--- config.mk ---
export PLATFORM = sky130hd
export DESIGN_NAME = riscv_ex_result
export DESIGN_NICKNAME = d
export VERILOG_FILES = /design/src/rtl/riscv_ex_result.sv
export SDC_FILE = /design/constraint.sdc
export NUM_CORES = 1
export LEC_CHECK = 0
export CAP_MARGIN = 15
export CORE_MARGIN = 4
export CORE_UTILIZATION = 50
export CTS_BUF_LIST = sky130_fd_sc_hd__clkbuf_2 sky130_fd_sc_hd__clkbuf_4 sky130_fd_sc_hd__clkbuf_8
export DETAILED_ROUTE_END_ITERATION = 8
export PLACE_DENSITY = 0.95
export RECOVER_POWER = 25
export SYNTH_ARGS = -nofsm -noshare
export SYNTH_HDL_FRONTEND = slang
export SYNTH_SLANG_ARGS = --single-unit
--- constraint.sdc ---
create_clock -name clk -period 4.1 [get_ports clk]
set_input_delay 0.615 -clock clk [delete_from_list [all_inputs] [get_ports clk]]
set_output_delay 0.615 -clock clk [all_outputs]
set_load 0.05 [all_outputs]
--- src/rtl/riscv_ex_result.sv ---
// EX-stage result collector: merges ALU/MUL/DIV result pulses into one registered EX->MEM
// output, with a 1-entry skid register that catches results completing while MEM stalls.
module riscv_ex_result #(
  parameter int unsigned XLEN  = 32,
  parameter int unsigned SRC_W = 2
) (
  input  logic             clk,
  input  logic             rstn,
  input  logic             alu_bubble,
  input  logic [XLEN-1:0]  alu_r,
  input  logic             mul_bubble,
  input  logic [XLEN-1:0]  mul_r,
  input  logic             div_bubble,
  input  logic [XLEN-1:0]  div_r,
  input  logic             ex_flush,
  input  logic             mem_stall,
  output logic             ex_stall,
  output logic             ex_bubble,
  output logic [XLEN-1:0]  ex_r,
  output logic [SRC_W-1:0] ex_src,
  output logic             err_multi,
  output logic             err_ovf
);

  localparam logic [SRC_W-1:0] SrcNone = SRC_W'(0);
  localparam logic [SRC_W-1:0] SrcAlu  = SRC_W'(1);
  localparam logic [SRC_W-1:0] SrcMul  = SRC_W'(2);
  localparam logic [SRC_W-1:0] SrcDiv  = SRC_W'(3);

  logic             alu_v, mul_v, div_v;
  logic             in_valid, in_multi;
  logic [XLEN-1:0]  in_r;
  logic [SRC_W-1:0] in_src;

  logic             acc_valid, k_valid;

  logic             ex_bubble_q, ex_bubble_d;
  logic [XLEN-1:0]  ex_r_q, ex_r_d;
  logic [SRC_W-1:0] ex_src_q, ex_src_d;
  logic             skid_valid_q, skid_valid_d;
  logic [XLEN-1:0]  skid_r_q, skid_r_d;
  logic [SRC_W-1:0] skid_src_q, skid_src_d;
  logic             err_multi_q, err_multi_d;
  logic             err_ovf_q, err_ovf_d;

  assign alu_v    = ~alu_bubble;
  assign mul_v    = ~mul_bubble;
  assign div_v    = ~div_bubble;
  assign in_valid = alu_v | mul_v | div_v;
  assign in_multi = (alu_v & mul_v) | (alu_v & div_v) | (mul_v & div_v);

  // Priority MUL > DIV > ALU.
  always_comb begin
    in_r   = alu_r;
    in_src = SrcNone;
    if (mul_v) begin
      in_r   = mul_r;
      in_src = SrcMul;
    end else if (div_v) begin
      in_r   = div_r;
      in_src = SrcDiv;
    end else if (alu_v) begin
      in_r   = alu_r;
      in_src = SrcAlu;
    end
  end

  // Flush kills both the skid contents and anything arriving this cycle.
  assign acc_valid = in_valid & ~ex_flush;
  assign k_valid   = skid_valid_q & ~ex_flush;

  always_comb begin
    ex_bubble_d  = ex_bubble_q;
    ex_r_d       = ex_r_q;
    ex_src_d     = ex_src_q;
    skid_valid_d = k_valid;
    skid_r_d     = skid_r_q;
    skid_src_d   = skid_src_q;
    err_multi_d  = err_multi_q | in_multi;
    err_ovf_d    = err_ovf_q;

    if (!mem_stall) begin
      if (k_valid) begin
        ex_bubble_d  = 1'b0;
        ex_r_d       = skid_r_q;
        ex_src_d     = skid_src_q;
        skid_valid_d = acc_valid;
        if (acc_valid) begin
          skid_r_d   = in_r;
          skid_src_d = in_src;
        end
      end else begin
        ex_bubble_d  = ~acc_valid;
        ex_src_d     = acc_valid ? in_src : SrcNone;
        skid_valid_d = 1'b0;
        if (acc_valid) begin
          ex_r_d = in_r;
        end
      end
    end else if (acc_valid) begin
      if (!k_valid) begin
        skid_valid_d = 1'b1;
        skid_r_d     = in_r;
        skid_src_d   = in_src;
      end else begin
        err_ovf_d = 1'b1;
      end
    end
  end

  always_ff @(posedge clk or negedge rstn) begin
    if (!rstn) begin
      ex_bubble_q  <= 1'b1;
      ex_r_q       <= '0;
      ex_src_q     <= SrcNone;
      skid_valid_q <= 1'b0;
      skid_r_q     <= '0;
      skid_src_q   <= SrcNone;
      err_multi_q  <= 1'b0;
      err_ovf_q    <= 1'b0;
    end else begin
      ex_bubble_q  <= ex_bubble_d;
      ex_r_q       <= ex_r_d;
      ex_src_q     <= ex_src_d;
      skid_valid_q <= skid_valid_d;
      skid_r_q     <= skid_r_d;
      skid_src_q   <= skid_src_d;
      err_multi_q  <= err_multi_d;
      err_ovf_q    <= err_ovf_d;
    end
  end

  assign ex_stall  = mem_stall | skid_valid_q;
  assign ex_bubble = ex_bubble_q;
  assign ex_r      = ex_r_q;
  assign ex_src    = ex_src_q;
  assign err_multi = err_multi_q;
  assign err_ovf   = err_ovf_q;

endmodule

# After elaboration in Yosys (flattened, before gate mapping)
# Cells that the tools add are included.
# W data, S select, Z words.
[classes]
bitwise = 17
n_reduce_logical = 5
mux = 22
eq_ne = 1
[ops]
columns = ["operator", "n"]
rows = [
  ["$mux W32", 8],
  ["$mux W2", 9],
  ["$not A1 Y1", 6],
  ["$or A1 B1 Y1", 6],
  ["$reduce_and A3 Y1", 2],
  ["$and A1 B1 Y1", 5],
  ["$mux W1", 5],
  ["$reduce_bool A2 Y1", 2],
  ["$ne A2 B2 Y1 const B", 1],
  ["$reduce_and A2 Y1", 1],
]
[word_totals]
reg_bits = 72
in_bits = 103
word_cells = 53
output_inout_bits = 38

# Depth between registers and ports, before layout
# Gate-level depths: netlist of the first run.
[depth]
ltp_word = 7
depth_mapped = 6
depth_no_buf = 3

# Least setup slack after synthesis of the first run
# Ideal clock, no wire load.
[synth_timing]
path_kind = "in2out"
from = "input port mem_stall"
to = "output port ex_stall"
slack_ns = 2.196
path_buffers = 1
cell_stages = 2
arrival_time_ns = 1.289
t_required_ns = 3.485
path_cell_list = "clkbuf_1 > or2_1"
[synth_via]
elab_chain_len = 1
[synth_lines]
columns = ["item", "line", "text"]
rows = [
  ["start: declaration", "16", "input logic mem_stall,"],
  ["$or A1 B1 Y1", "133", "assign ex_stall = mem_stall | skid_valid_q;"],
  ["end: declaration", "17", "output logic ex_stall,"],
]
# No other way between the ends.

# Worst setup path in the final report of the first run
# Same ends and word-level chain as after synthesis.

==> impl_results.rst, run 1 <==
.. list-table::
   :header-rows: 1

   * - Metric
     - Value
   * - Outcome
     - finished with violations
   * - Violated checks
     - capacitance limit, slew limit
   * - Actual transition at the worst max-transition pin
     - approximately 1.8 ns
   * - Gate count of the mapped netlist
     - between 300 and 400
   * - Kind of capture point of the worst setup path
     - output port
   * - GRT met2 Usage
     - ~43%
   * - Routed length per placed instance
     - approximately 19 um
   * - Cell-by-cell trace of the critical path
     - clkdlybuf4s50_1 > or2_1 > clkdlybuf4s50_1
   * - Synth async-reset ratio
     - between 90% and 100%
   * - Number of buffers on the longest clock path
     - 2
   * - H-tree levels
     - 3
   * - Sequential cell area
     - 0.00180 mm2
   * - IR Drop Worst-Case VDD
     - about 0.24 mV
   * - Most used routing layer in global routing
     - met2
   * - Data required time of the worst path
     - roughly 3.5 ns
   * - Hold Path Class
     - primary input to asynchronous set/reset pin
   * - Number of maximum-capacitance constraint violations
     - 1
   * - TritonCTS clock tree
     - done
   * - Synth cell types
     - 28
   * - Worst reg2reg startpoint
     - skid_valid_q
   * - Dominant cell by count in the synthesized netlist
     - sky130_fd_sc_hd__dfrtp_1
   * - Mean post-synth cell area
     - 11.6 um2
   * - Detailed Route Iter0 Violations
     - 229
   * - Pleak
     - ~2.2 nW
   * - Most used standard cells in the synthesized netlist
     - 71 x sky130_fd_sc_hd__dfrtp_1, 35 x sky130_fd_sc_hd__a21oi_1, 34 x sky130_fd_sc_hd__mux2_1, 33 x sky130_fd_sc_hd__mux2i_1
   * - Share of the synthesized area in the top cell type
     - a little under half
   * - Fmax
     - about 330 MHz
   * - Number of inserted diodes
     - 0
   * - Estimated wirelength of the detail-placed design
     - about 7500 um
   * - Delay-heaviest family, CP
     - buffers and inverters
   * - Total die area
     - ~0.0091 mm2
   * - Net switching share of the total power
     - between 30% and 40%
   * - CTS clk-pin slew, worst paths
     - 0.08 ns
   * - Remaining max-slew budget at the tightest pin
     - -18.8%
   * - Count of buffers added by post-CTS timing repair for setup
     - 0
   * - Dominant cell type by count on the critical path
     - sky130_fd_sc_hd__clkdlybuf4s50_1
   * - Worst Reg-to-Reg Cells
     - 3
   * - First-pass GRT wire length
     - around 16000 um
   * - Min Clock Period, post-route
     - around 3.1 ns
   * - Met3 GRT Util
     - approximately 6.6%
   * - RSZ-0062 raised after global routing
     - false
   * - # fillers
     - around 470
   * - Die boundary width
     - around 95 um
   * - Share of power burned in registers
     - a little under 40%
   * - TritonRoute pass-1 iters
     - 4
   * - Synthesis-to-finish area growth
     - 42.7%
   * - Met1 usage
     - about a quarter
   * - Fraction of the yosys area taken by sequential cells
     - a little under half
   * - Total global routing track utilization
     - 23.7%
   * - Flip-flop and latch count after synthesis
     - 72
   * - Number of hold buffers added after CTS
     - 0
   * - Number of cells upsized or downsized after cts
     - 0
   * - Final core occ
     - 73.9%
   * - Final Wtd Congestion
     - about 0.80
   * - Net switching power figure
     - 0.849 mW
   * - Final hold violation count
     - 0
   * - Residual DRC count
     - 0
   * - Library cell with the largest summed area after synthesis
     - sky130_fd_sc_hd__dfrtp_1
   * - Num Clock Sinks
     - around 70
   * - Worst Setup Path Type
     - primary input to output port
   * - Internal portion of total power
     - between 1.5 and 2 mW
   * - CP Buf/Inv Count
     - 2
   * - Post-synthesis instance area
     - around 0.0038 mm2
   * - Number of setup violations in the final report
     - 0
   * - Power share of the clock group
     - about a quarter
   * - Detailed-route wire length
     - around 11000 um
   * - Crit-path max FO
     - 15
   * - FF-to-FF End
     - skid_r_q[10]
   * - Worst R2R Setup Slack
     - approximately 1.5 ns
   * - Number of top-level design ports
     - 141
   * - Crit start category
     - primary input
   * - Count of input and output buffers
     - between 100 and 150
   * - Ratio of cells with drive above 1 in the final layout
     - under 10%
   * - Root Buffer
     - sky130_fd_sc_hd__clkbuf_8
   * - Synthesized netlist net count
     - 430
   * - Worst skew pair latency
     - approximately 0.35 ns
   * - Worst EP arrival
     - roughly 2.4 ns
   * - Cell type of the slowest stage on the worst timing path
     - sky130_fd_sc_hd__clkdlybuf4s50_1
   * - Number of buffers inserted during clock tree synthesis
     - 9
   * - Crit share post-route
     - roughly three quarters
   * - Post-route antenna net violation count
     - 0
   * - Initial antenna violation count
     - 0
   * - Starting utilization of the core area
     - around half
   * - Core region area
     - ~0.0073 mm2
   * - Via Count
     - around 3300
   * - Via count of the first global-routing pass
     - 3393
   * - Number of core rows
     - 31
   * - Top FF cell, synth
     - sky130_fd_sc_hd__dfrtp_1
   * - Final cell count without fillers
     - 557
   * - Height of the chip
     - between 90 and 100 um
   * - Final-stage net count
     - approximately 560
   * - Maximum number of pins on one net before global-route repair
     - 49
   * - Cells taking the most area after synthesis
     - sky130_fd_sc_hd__dfrtp_1 47%, sky130_fd_sc_hd__mux2_1 10%, sky130_fd_sc_hd__mux2i_1 8.7%
   * - Total of warnings raised by yosys
     - 0
   * - Power density over cell area
     - approximately 450 mW/mm2
   * - Post-synth EDFFs
     - 0
   * - Number of placed cells counting well taps
     - roughly 540
   * - Multi-input logic area
     - about 0.0018 mm2
   * - Ratio of routed vias to standard cells
     - between 5 and 6
   * - Total stage count of the critical path
     - 3
   * - Maximum single-stage delay on the critical path
     - 0.84 ns
   * - Aggregate negative setup slack
     - 0 ns
   * - Combinational cell fraction of total power
     - a little over a third
   * - Max Transition Viols Final
     - 34
   * - Setup Skew
     - 0.00678 ns
   * - Final global-route overflow total
     - 0
==> power groups by stage <==
stage / Sequential (mW) / Combinational [mW] / Clock [mW]
2_1_floorplan: 1.20 / 0.285 / 0
3_3_place_gp: 0.967 / 0.827 / 0
3_5_place_dp: 0.976 / 0.856 / 0
4_1_cts: 0.970 / 0.858 / 0.628
5_1_grt: 0.992 / 0.901 / 0.651
6_report: 0.974 / 0.856 / 0.620
==> layout by cell type (no fill, tap or decap), types with 3 or more instances in the layout <==
cell / synthesis / routed
sky130_fd_sc_hd__nor2_1: 32 / 32
sky130_fd_sc_hd__a221o_1: 32 / 32
sky130_fd_sc_hd__clkbuf_8: 0 / 9
sky130_fd_sc_hd__dfrtp_1: 71 / 71
sky130_fd_sc_hd__mux2_1: 34 / 34
sky130_fd_sc_hd__nand2_1: 5 / 5
sky130_fd_sc_hd__clkdlybuf4s50_1: 0 / 137
sky130_fd_sc_hd__o21ai_1: 4 / 4
sky130_fd_sc_hd__clkinvlp_4: 0 / 3
sky130_fd_sc_hd__a21oi_1: 35 / 35
sky130_fd_sc_hd__mux2i_1: 33 / 33
sky130_fd_sc_hd__nor4bb_1: 31 / 31
sky130_fd_sc_hd__buf_4: 1 / 7
==> how the worst max path moves through the flow <==
| stage | slack [ns] | startpoint | to |
|---|---|---|---|
| 2_1_floorplan | 2.20 | mem_stall | ex_stall |
| 3_3_place_gp | 0.83 | ex_flush | ex_r[8] |
| 3_5_place_dp | 0.75 | ex_flush | ex_r[31] |
| 4_1_cts | 1.06 | mem_stall | ex_stall |
| 5_1_grt | 0.97 | skid_valid_q | ex_stall |
| 6_report | 1.05 | mem_stall | ex_stall |
==> logic make-up (layout without fill, tap and decap cells) <==
kind of cell / after synthesis / count (layout) / synth area share, %
AO/OA/AOI/OAI: 75 / 75 / 14.4
XOR/XNOR: 1 / 1 / 0.231
buffers and inverters: 35 / 166 / 5.30
flip-flops: 72 / 72 / 47.5
multiplexers: 67 / 67 / 18.8
AND/OR/NAND/NOR: 77 / 77 / 13.8
==> worst reg2reg max path: cells and delay by family (launching register included) <==
family	cells	cell delay, ns
XOR/XNOR	1	0.19
flip-flops	1	1.06
AND/OR/NAND/NOR	1	0.80
multiplexers	1	0.41
==> routing by layer <==
metal  wire length, um  share of wire (%)  up-vias
met2              5630                 52      149
met4               270                2.5        0
met3               924                8.6       26
li1                  -                  -     1496
met1              3920                 36     1587
met5                 0                  0        -
==> layout make-up <==
cell class,count,area share [%]
tap,99,2.29
timing repair buffer,149,27.1
inverter,1,0.0693
sequential,72,33.3
multi-input combinational,220,33.2
clock inverter,7,1.78
clock buffer,9,2.29
==> flip-flops by register name, summed over array words and instances (netlist names) <==
| signal | cells |
|---|---|
| err_multi | 1 |
| err_ovf | 1 |
| ex_bubble | 1 |
| ex_r | 32 |
| ex_src | 2 |
| skid_r_q | 32 |
| skid_src_q | 2 |
| skid_valid_q | 1 |
==> stage by stage <==
stage | instance area [um2] | hold slack [ns] | power (mW) | setup WS [ns]
2_1_floorplan | 3800 | 0.319 | 1.49 | 2.20
3_3_place_gp | 5170 | 0.450 | 1.79 | 0.826
3_5_place_dp | 5170 | 0.453 | 1.83 | 0.753
4_1_cts | 5390 | 0.466 | 2.46 | 1.06
5_1_grt | 5420 | 0.391 | 2.54 | 0.968
6_report | 5420 | 0.323 | 2.45 | 1.05
Power figures use the tool's default switching activity.
==> run 2, diff against run 1 <==
--- a/config.mk
+++ b/config.mk
@@ -7,10 +7,10 @@
 export LEC_CHECK = 0
 export CAP_MARGIN = 15
 export CORE_MARGIN = 4
-export CORE_UTILIZATION = 50
+export CORE_UTILIZATION = 42
 export CTS_BUF_LIST = sky130_fd_sc_hd__clkbuf_2 sky130_fd_sc_hd__clkbuf_4 sky130_fd_sc_hd__clkbuf_8
 export DETAILED_ROUTE_END_ITERATION = 8
-export PLACE_DENSITY = 0.95
+export PLACE_DENSITY = 0.89
 export RECOVER_POWER = 25
 export SYNTH_ARGS = -nofsm -noshare
 export SYNTH_HDL_FRONTEND = slang
==> constraint.sdc (replaced) <==
create_clock -name clk -period 2.5 [get_ports clk]
set_input_delay 0.375 -clock clk [delete_from_list [all_inputs] [get_ports clk]]
set_output_delay 0.375 -clock clk [all_outputs]
set_load 0.05 [all_outputs]
==> impl_results.rst, run 2 (same netlist as run 1, synthesis figures left out) <==
.. list-table::
   :header-rows: 1

   * - Metric
     - Value
   * - Outcome
     - finished with violations
   * - Violated checks
     - capacitance limit, slew limit
   * - Via count of the first global-routing pass
     - roughly 3300
   * - Number of core rows
     - 34
   * - TritonRoute pass-1 iters
     - 4
   * - Power share of the clock group
     - between 20% and 30%
   * - Aggregate negative setup slack
     - 0 ns
   * - Final core occ
     - 61.6%
   * - Routed length per placed instance
     - 17.7 um
   * - Total die area
     - 0.0106 mm2
   * - Share of power burned in registers
     - 41.8%
   * - Die boundary width
     - between 100 and 150 um
   * - Min Clock Period, post-route
     - ~2.1 ns
   * - Final global-route overflow total
     - 0
   * - Count of buffers added by post-CTS timing repair for setup
     - 0
   * - RSZ-0062 raised after global routing
     - false
   * - Residual DRC count
     - 0
   * - Crit share post-route
     - between 80 and 90%
   * - Synthesis-to-finish area growth
     - 42.1%
   * - Max Transition Viols Final
     - 73
   * - Num Clock Sinks
     - between 70 and 80
   * - Worst Setup Path Type
     - primary input to output port
   * - Setup Skew
     - 0.00769 ns
   * - Worst skew pair latency
     - 0.34 ns
   * - Sequential cell area
     - roughly 0.0018 mm2
   * - Ratio of cells with drive above 1 in the final layout
     - 7.61%
   * - Multi-input logic area
     - ~0.0018 mm2
   * - Number of top-level design ports
     - 141
   * - Hold Path Class
     - register to register
   * - Initial antenna violation count
     - 1
   * - Estimated wirelength of the detail-placed design
     - ~7300 um
   * - Number of maximum-capacitance constraint violations
     - 1
   * - Starting utilization of the core area
     - between 40% and 50%
   * - Number of hold buffers added after CTS
     - 0
   * - Actual transition at the worst max-transition pin
     - between 1.5 and 2 ns
   * - Number of buffers inserted during clock tree synthesis
     - 9
   * - Ratio of routed vias to standard cells
     - around 5.6
   * - Fmax
     - 484 MHz
   * - Power density over cell area
     - approximately 700 mW/mm2
   * - Crit start category
     - primary input
   * - Number of cells upsized or downsized after cts
     - 0
   * - H-tree levels
     - 3
   * - Number of setup violations in the final report
     - 0
   * - Detailed Route Iter0 Violations
     - roughly 150
   * - Combinational cell fraction of total power
     - about 37%
   * - Core region area
     - 0.00876 mm2
   * - Maximum number of pins on one net before global-route repair
     - 73
   * - # fillers
     - 720
   * - TritonCTS clock tree
     - done
   * - Via Count
     - between 3000 and 4000
   * - Root Buffer
     - sky130_fd_sc_hd__clkbuf_8
   * - Total global routing track utilization
     - a little under a fifth
   * - Kind of capture point of the worst setup path
     - output port
   * - Data required time of the worst path
     - between 2 and 2.5 ns
   * - Height of the chip
     - slightly above 100 um
   * - Net switching share of the total power
     - around a third
   * - Worst EP arrival
     - ~1.7 ns
   * - Pleak
     - approximately 2.2 nW
   * - CTS clk-pin slew, worst paths
     - about 0.070 ns
   * - Remaining max-slew budget at the tightest pin
     - -15.4%
   * - Top library cells by usage in the layout, fill and taps aside
     - 136 x sky130_fd_sc_hd__clkdlybuf4s50_1, 71 x sky130_fd_sc_hd__dfrtp_1, 35 x sky130_fd_sc_hd__a21oi_1
   * - Number of buffers on the longest clock path
     - 2
   * - First-pass GRT wire length
     - between 15000 and 20000 um
   * - Final hold violation count
     - 0
   * - Crit-path max FO
     - 39
   * - Post-route antenna net violation count
     - 0
   * - Final-stage net count
     - roughly 560
   * - Final Wtd Congestion
     - roughly 0.76
   * - Most frequent standard cell in the layout excluding fill and tap cells
     - sky130_fd_sc_hd__clkdlybuf4s50_1
   * - Count of input and output buffers
     - 140
   * - Internal portion of total power
     - between 2 and 2.5 mW
   * - Net switching power figure
     - between 1 and 1.5 mW
   * - Detailed-route wire length
     - around 10000 um
   * - IR Drop Worst-Case VDD
     - 0.306 mV
## run 2: changes by cell type in the layout (fill, tap and decap cells not counted)
cell / previous run / this run
sky130_fd_sc_hd__clkbuf_2: 0 / 1
sky130_fd_sc_hd__diode_2: 0 / 1
sky130_fd_sc_hd__bufinv_16: 2 / 0
sky130_fd_sc_hd__buf_16: 1 / 0
sky130_fd_sc_hd__buf_4: 7 / 12
sky130_fd_sc_hd__clkinvlp_4: 3 / 0
sky130_fd_sc_hd__clkinv_4: 1 / 0
sky130_fd_sc_hd__buf_12: 0 / 1
sky130_fd_sc_hd__clkbuf_4: 0 / 5
sky130_fd_sc_hd__clkbuf_1: 2 / 0
sky130_fd_sc_hd__clkdlybuf4s50_1: 137 / 136
## run 2: final timing paths
check | startpoint | end | slack [ns] | cells after the start
max | mem_stall | ex_stall | 0.43 | 4
min | err_multi | err_multi | 0.46 | 1
max reg2reg | skid_valid_q | skid_r_q[14] | 0.63 | 5
min reg2reg | err_multi | err_multi | 0.46 | 1
max in group asynchronous | rstn | ex_r[12] | 0.98 | 1
min in group asynchronous | rstn | ex_r[0] | 0.49 | 1
## run 2: critical path, stage by stage
cell	delay [ns]
sky130_fd_sc_hd__clkdlybuf4s50_1	0.54
sky130_fd_sc_hd__buf_4	0.41
sky130_fd_sc_hd__or2_1	0.21
sky130_fd_sc_hd__buf_12	0.14
## run 2: layout make-up
| cell class | instances | area share, % |
|---|---|---|
| Clock buffer | 14 | 2.99 |
| Timing Repair Buffer | 152 | 27.5 |
| Sequential cell | 72 | 33.4 |
| Inverter | 1 | 0.0695 |
| Antenna cell | 1 | 0.0464 |
| Multi-Input combinational cell | 220 | 33.4 |
| Clock inverter | 1 | 0.0927 |
| Tap cell | 108 | 2.50 |
## run 2: power groups by stage
stage	registers, mW	logic, mW	clock network [mW]
final	1.57	1.40	0.792
after global routing	1.61	1.48	0.861
after CTS	1.57	1.41	0.816
after detailed placement	1.59	1.42	0
after global placement	1.58	1.38	0
after floorplan	1.98	0.467	0
## run 2: metrics by stage
stage          area [um2]  std cells  hold WS, ns  worst slack, ns  power [mW]
2_1_floorplan        3800        327       0.0794            0.872        2.44
3_3_place_gp         5230        553        0.443            0.307        2.96
3_5_place_dp         5230        553        0.450            0.210        3.00
4_1_cts              5400        568        0.182            0.427        3.80
5_1_grt              5400        569        0.485            0.406        3.95
6_report             5400        569        0.463            0.432        3.77
## run 2: metal layers
layer / vias up / wire, um / global-route usage (%) / share of wire, %
met5: - / 0 / 0 / 0
met4: 0 / 262 / 8.86 / 2.6
met3: 21 / 825 / 4.60 / 8.2
met2: 114 / 4980 / 32.9 / 49
met1: 1540 / 3990 / 21.6 / 40
li1: 1502 / - / - / -
==> RTL edit 1, RTL diff (flow settings as in run 2) <==
Put one more register stage on the output `err_ovf`, cleared by the reset. The value now appears one clock later. The other outputs are not delayed to match.
--- a/src/rtl/riscv_ex_result.sv
+++ b/src/rtl/riscv_ex_result.sv
@@ -135,7 +135,13 @@
   assign ex_r      = ex_r_q;
   assign ex_src    = ex_src_q;
   assign err_multi = err_multi_q;
-  assign err_ovf   = err_ovf_q;
+  always_ff @(posedge clk or negedge rstn) begin
+    if (!rstn) begin
+      err_ovf <= '0;
+    end else begin
+      err_ovf <= err_ovf_q;
+    end
+  end
 
 endmodule
 
Function: changed (Yosys sat finds a counterexample within 4 cycles, from zero or initial values and one cycle with rstn low).
==> RTL edit 1 against run 2 <==
Wire length increased by 2.7%. Register-to-register slack got worse by 0.34 ns. Power increased by 5.8%. Setup slack got worse by 0.14 ns. Sequential cell count increased by 1. The run still ends with capacitance limit, slew limit left. Clock power increased by 24%. Critical path depth unchanged. Non-clock buffer count increased by 2. Largest cell class unchanged. Synthesized area increased by 0.69%. First-iteration DRC count increased by 38%. Hold slack got worse by 0.071 ns. Global-route usage increased by 0.71 points. Critical endpoint is now skid_r_q[11]$_DFFE_PN0P_. Cell area increased by 1.9%. Synthesized cell count increased by 0.31%.
==> RTL edit 1: results (changes against run 2) <==
{| class="wikitable"
! Metric !! Value
|-
| Status || complete, but fails checks (unchanged)
|-
| Violated checks || capacitance limit, slew limit (unchanged)
|-
| Multiplexer share of the synthesized area || 18.7% (was 18.8%)
|-
| Reported max-cap violation count || 1 (unchanged)
|-
| DRT iter0 DRCs || 205 (was 149)
|-
| Net count after synthesis || 431 (was 430)
|-
| Worst-path maximum fanout || 34 (was 39)
|-
| Met2 wirelength from detailed routing || 5310 um (was 4980 um)
|-
| Total length of routed met3 wires || 924 um (was 825 um)
|-
| Total instance count after detailed placement || 555 (was 553)
|-
| Largest net degree at the start of global routing || 74 (was 73)
|-
| Ratio of routed vias to standard cells || 5.58 (about the same)
|-
| Wirelength, routed || 10300 um (was 10100 um)
|-
| Last weighted congestion value of the routability-driven placer || 0.783 (was 0.755)
|-
| Instance area after placement || 0.00526 mm2 (was 0.00523 mm2)
|-
| Arr. time, crit path || 2.43 ns (was 1.69 ns)
|-
| Max rail drop VDD || 0.366 mV (was 0.306 mV)
|-
| Fill cell instance count of the final layout || 682 (was 720)
|-
| Fin Clk Skew || 0.00828 ns (was 0.00769 ns)
|-
| Proportion of synthesized chip area in sequential cells || 47.8% (was 47.5%)
|-
| Xor-xnor portion of the synthesized cell area || 0.229% (was 0.231%)
|-
| Wire length on met1 || 3850 um (was 3990 um)
|-
| Inserted Clock Buffers || 9 (unchanged)
|-
| Final number of max-transition violations || 74 (was 73)
|-
| Most numerous cell types in the synthesized netlist || dfrtp_1 (72), a21oi_1 (35), mux2_1 (34), mux2i_1 (33) (was dfrtp_1 (71), a21oi_1 (35), mux2_1 (34), mux2i_1 (33))
|-
| Internal power component || 2.65 mW (was 2.48 mW)
|-
| Synthesized netlist cell count || 328 (was 327)
|-
| Compound-cell area share of the yosys netlist || 14.3% (was 14.4%)
|-
| Overall Global Routing Usage || 19.5% (was 18.8%)
|-
| Fraction of final layout cells with drive strength greater than 1 || 8.21% (was 7.61%)
|-
| Number of antenna violations at the first check in global routing || 0 (was 1)
|-
| Biggest area contributors in the synthesized netlist || dfrtp_1 (47%), mux2_1 (10%), mux2i_1 (8.6%), a221o_1 (8.4%), nor4bb_1 (7.9%) (was dfrtp_1 (47%), mux2_1 (10%), mux2i_1 (8.7%), a221o_1 (8.4%), nor4bb_1 (8.2%))
|-
| Relative slew margins || -17.3% (was -15.4%)
|-
| First-pass GRT wire length || 16100 um (was 15500 um)
|-
| Clock transition at path regs || 0.07 ns (about the same)
|-
| Vias in the first global route || 3396 (was 3265)
|}
==> RTL edit 1: changes by cell type after synthesis <==
| cell | change |
|---|---|
| and4bb_1 | +1 |
| nor2b_1 | +1 |
| nor4bb_1 | -1 |
| and2b_1 | -1 |
| dfrtp_1 | +1 |
==> RTL edit 1: logic make-up (layout without fill, tap and decap cells) <==
kind of cell	Yosys count	count (layout)
and+or+nand+nor	77	77
DFF	73	73
buffers and inverters	35	170
AOI/OAI and AO/OA	75	75
muxes	67	67
xor gates and xnor gates	1	1
==> RTL edit 1: layout make-up <==
cell class                      count  area [um2]  share of cell area [%]
Sequential cell                    73        1830                    33.2
Multi-Input combinational cell    220        1800                    32.8
Timing Repair Buffer              154        1520                    27.6
Clock buffer                       13         179                    3.25
Tap cell                          108         135                    2.46
Clock inverter                      2        35.0                   0.637
Inverter                            1        3.75                  0.0683
==> RTL edit 1: worst paths after layout <==
check                                       start  slack (ns)                        to  cells after the start
min in group asynchronous                    rstn        0.51      ex_r[30]$_DFFE_PN0P_                      1
min reg2reg                 err_ovf_q$_DFFE_PN0P_        0.39         err_ovf$_DFF_PN0_                      0
max reg2reg                skid_valid_q$_DFF_PN0_        0.29  skid_r_q[11]$_DFFE_PN0P_                      4
max                        skid_valid_q$_DFF_PN0_        0.29  skid_r_q[11]$_DFFE_PN0P_                      4
max in group asynchronous                    rstn        0.96  skid_r_q[21]$_DFFE_PN0P_                      1
min                         err_ovf_q$_DFFE_PN0P_        0.39         err_ovf$_DFF_PN0_                      0
==> RTL edit 1: routing by layer <==
layer / up-vias / global-route usage [%]
li1: 1504 / -
met1: 1538 / 21.2
met2: 125 / 35.3
met3: 18 / 5.37
met4: 0 / 8.76
met5: - / 0
==> RTL edit 1: worst max-delay path: stages (launching register included) <==
cell     delay, ns
dfrtp_1       0.49
buf_4         0.26
xor2_1        0.17
and3b_2       0.77
mux2_1        0.40
==> RTL edit 1: power by group through the flow <==
| stage | logic (mW) | clock network (mW) | registers (mW) |
|---|---|---|---|
| after global routing | 1.49 | 1.05 | 1.62 |
| after global placement | 1.38 | 0 | 1.59 |
| after CTS | 1.42 | 0.994 | 1.59 |
| after detailed placement | 1.42 | 0 | 1.61 |
| final | 1.41 | 0.982 | 1.59 |
| after floorplan | 0.466 | 0 | 1.99 |
==> RTL edit 1: stage by stage <==
stage / setup slack [ns] / power [mW] / TNS, ns
final: 0.293 / 3.98 / 0
after global routing: 0.194 / 4.16 / 0
after CTS: 0.258 / 4.01 / 0
after detailed placement: -0.0798 / 3.03 / -2.04
after global placement: 0.00267 / 2.97 / 0
after floorplan: 0.873 / 2.46 / 0
==> RTL edit 2, RTL diff (config.mk and constraints of run 2) <==
Made on the original files. The parameter `SRC_W` goes from 2 to 3.
--- a/src/rtl/riscv_ex_result.sv
+++ b/src/rtl/riscv_ex_result.sv
@@ -2,7 +2,7 @@
 // output, with a 1-entry skid register that catches results completing while MEM stalls.
 module riscv_ex_result #(
   parameter int unsigned XLEN  = 32,
-  parameter int unsigned SRC_W = 2
+  parameter int unsigned SRC_W = 3
 ) (
   input  logic             clk,
   input  logic             rstn,
Ports: changed (resized ex_src); port bits go from 141 to 142. No check against the original RTL was run, so the function may have changed too.
==> RTL edit 2 against run 2 <==
The flow still finishes with violations (capacitance limit, slew limit). Highest routed layer unchanged. Sequential cell count unchanged. Utilization rose by 0.76 points. Power rose by 3.9%. Synthesized area grew 0.33%. Wire length is 3.1% higher. Count of clock-buffer cells in the layout decreased by 1. Setup slack better by 0.0064 ns. First-iteration DRC count is 10% lower. Cell area rose by 1.2%. Critical endpoint is now skid_r_q[2]$_DFFE_PN0P_. Maximum frequency grew 0.31%. Largest power group unchanged.
==> RTL edit 2: results (changes against run 2) <==
{| class="wikitable"
! Metric !! Value
|-
| Status || complete, but fails checks (unchanged)
|-
| Violated checks || capacitance limit, slew limit (unchanged)
|-
| Compound-cell area share of the yosys netlist || 14.4% (about the same)
|-
| Fin Clk Skew || 0.00925 ns (was 0.00769 ns)
|-
| Master of the slowest instance on the critical path || dfrtp_1 (was clkdlybuf4s50_1)
|-
| DRT iter0 DRCs || 134 (was 149)
|-
| Destination of the worst hold path || ex_bubble$_DFFE_PN1N_ (was err_multi$_DFF_PN0_)
|-
| Wirelength, routed || 10400 um (was 10100 um)
|-
| Number of nets in the final layout || 561 (was 559)
|-
| Number of distinct library cells after synthesis || 29 (was 28)
|-
| Proportion of synthesized chip area in sequential cells || 47.3% (was 47.5%)
|-
| Worst reg2reg setup slack || 0.44 ns (was 0.63 ns)
|-
| First-pass GRT wire length || 16400 um (was 15500 um)
|-
| Internal power component || 2.59 mW (was 2.48 mW)
|-
| Biggest area contributors in the synthesized netlist || dfrtp_1 (47%), mux2_1 (10%), mux2i_1 (8.7%), a221o_1 (8.4%), nor4bb_1 (7.9%) (was dfrtp_1 (47%), mux2_1 (10%), mux2i_1 (8.7%), a221o_1 (8.4%), nor4bb_1 (8.2%))
|-
| Xor-xnor portion of the synthesized cell area || 0.230% (was 0.231%)
|-
| Net count after synthesis || 432 (was 430)
|-
| Worst-path maximum fanout || 32 (was 39)
|-
| Capturing point of the worst reg2reg path || skid_r_q[2]$_DFFE_PN0P_ (was skid_r_q[14]$_DFFE_PN0P_)
|-
| Instance area after placement || 0.00524 mm2 (was 0.00523 mm2)
|-
| Total instance count after detailed placement || 554 (was 553)
|-
| Reported max-cap violation count || 1 (unchanged)
|-
| Fraction of final layout cells with drive strength greater than 1 || 7.99% (was 7.61%)
|-
| Final number of max-transition violations || 73 (unchanged)
|-
| Vias in the first global route || 3330 (was 3265)
|-
| Dpl hpwl || 7550 um (was 7300 um)
|-
| Number of inserted diodes || 0 (was 1)
|-
| Leakage power || 2.27 nW (was 2.24 nW)
|-
| Worst hold stages || 2 (was 1)
|}
==> RTL edit 2: cell count changes after synthesis, sizes merged <==
cell / run 2 / this run
and2b: 1 / 0
and4bb: 1 / 2
buf: 19 / 20
conb: 0 / 1
nor2b: 0 / 1
nor4bb: 31 / 30
==> RTL edit 2: power by group through the flow <==
stage	combinational [mW]	sequential (mW)	clock, mW
6_report	1.41	1.57	0.929
2_1_floorplan	0.471	1.98	0
4_1_cts	1.42	1.57	0.950
3_3_place_gp	1.38	1.57	0
3_5_place_dp	1.42	1.59	0
5_1_grt	1.50	1.61	0.995
==> RTL edit 2: through the flow <==
stage	hold WS [ns]	setup slack, ns	utilization [%]
after floorplan	0.0794	0.873	-
after global placement	0.459	0.0250	59.8
after detailed placement	0.467	-0.0608	59.8
after CTS	0.191	0.281	62.1
after global routing	0.499	0.302	62.4
final	0.472	0.438	62.4
==> RTL edit 2: worst max path at each step <==
stage	slack, ns	endpoint	cells after the start	startpoint
floorplan	0.87	ex_stall	3	skid_valid_q$_DFF_PN0_
global placement	0.02	ex_r[22]$_DFFE_PN0P_	4	ex_flush
detailed placement	-0.06	ex_r[21]$_DFFE_PN0P_	4	ex_flush
CTS	0.28	ex_r[19]$_DFFE_PN0P_	4	ex_flush
global route	0.30	skid_r_q[2]$_DFFE_PN0P_	5	skid_valid_q$_DFF_PN0_
finish	0.44	skid_r_q[2]$_DFFE_PN0P_	5	skid_valid_q$_DFF_PN0_
==> RTL edit 2: final cells by class <==
cell class              instances  area (um2)
clock buffers                  13         160
clock inverters                 3        42.5
fillers                       702        3300
inverters                       1        3.75
multi-input cells             221        1810
flip-flops and latches         72        1800
well taps                     108         135
repair buffers                153        1510
==> RTL edit 2: per-layer routing <==
metal,GRT usage (%),wire (um)
met3,4.90,790
met5,0,0
met4,7.07,210
met2,34.0,5190
met1,24.3,4180
==> RTL edit 2: logic make-up (layout without fill, tap and decap cells) <==
kind of cell | after synthesis | after routing
AND/OR/NAND/NOR | 77 | 77
buffers and inverters | 36 | 170
other | 1 | 1
AO/OA/AOI/OAI | 75 | 75
XOR/XNOR | 1 | 1
multiplexers | 67 | 67
flip-flops | 72 | 72
==> RTL edit 2: critical path, delay by kind of cell, from the launching register on <==
family,cells,cell delay [ns]
XOR/XNOR,1,0.18
buffers and inverters,2,0.67
flip-flops,1,0.50
multiplexers,1,0.37
AND/OR/NAND/NOR,1,0.21
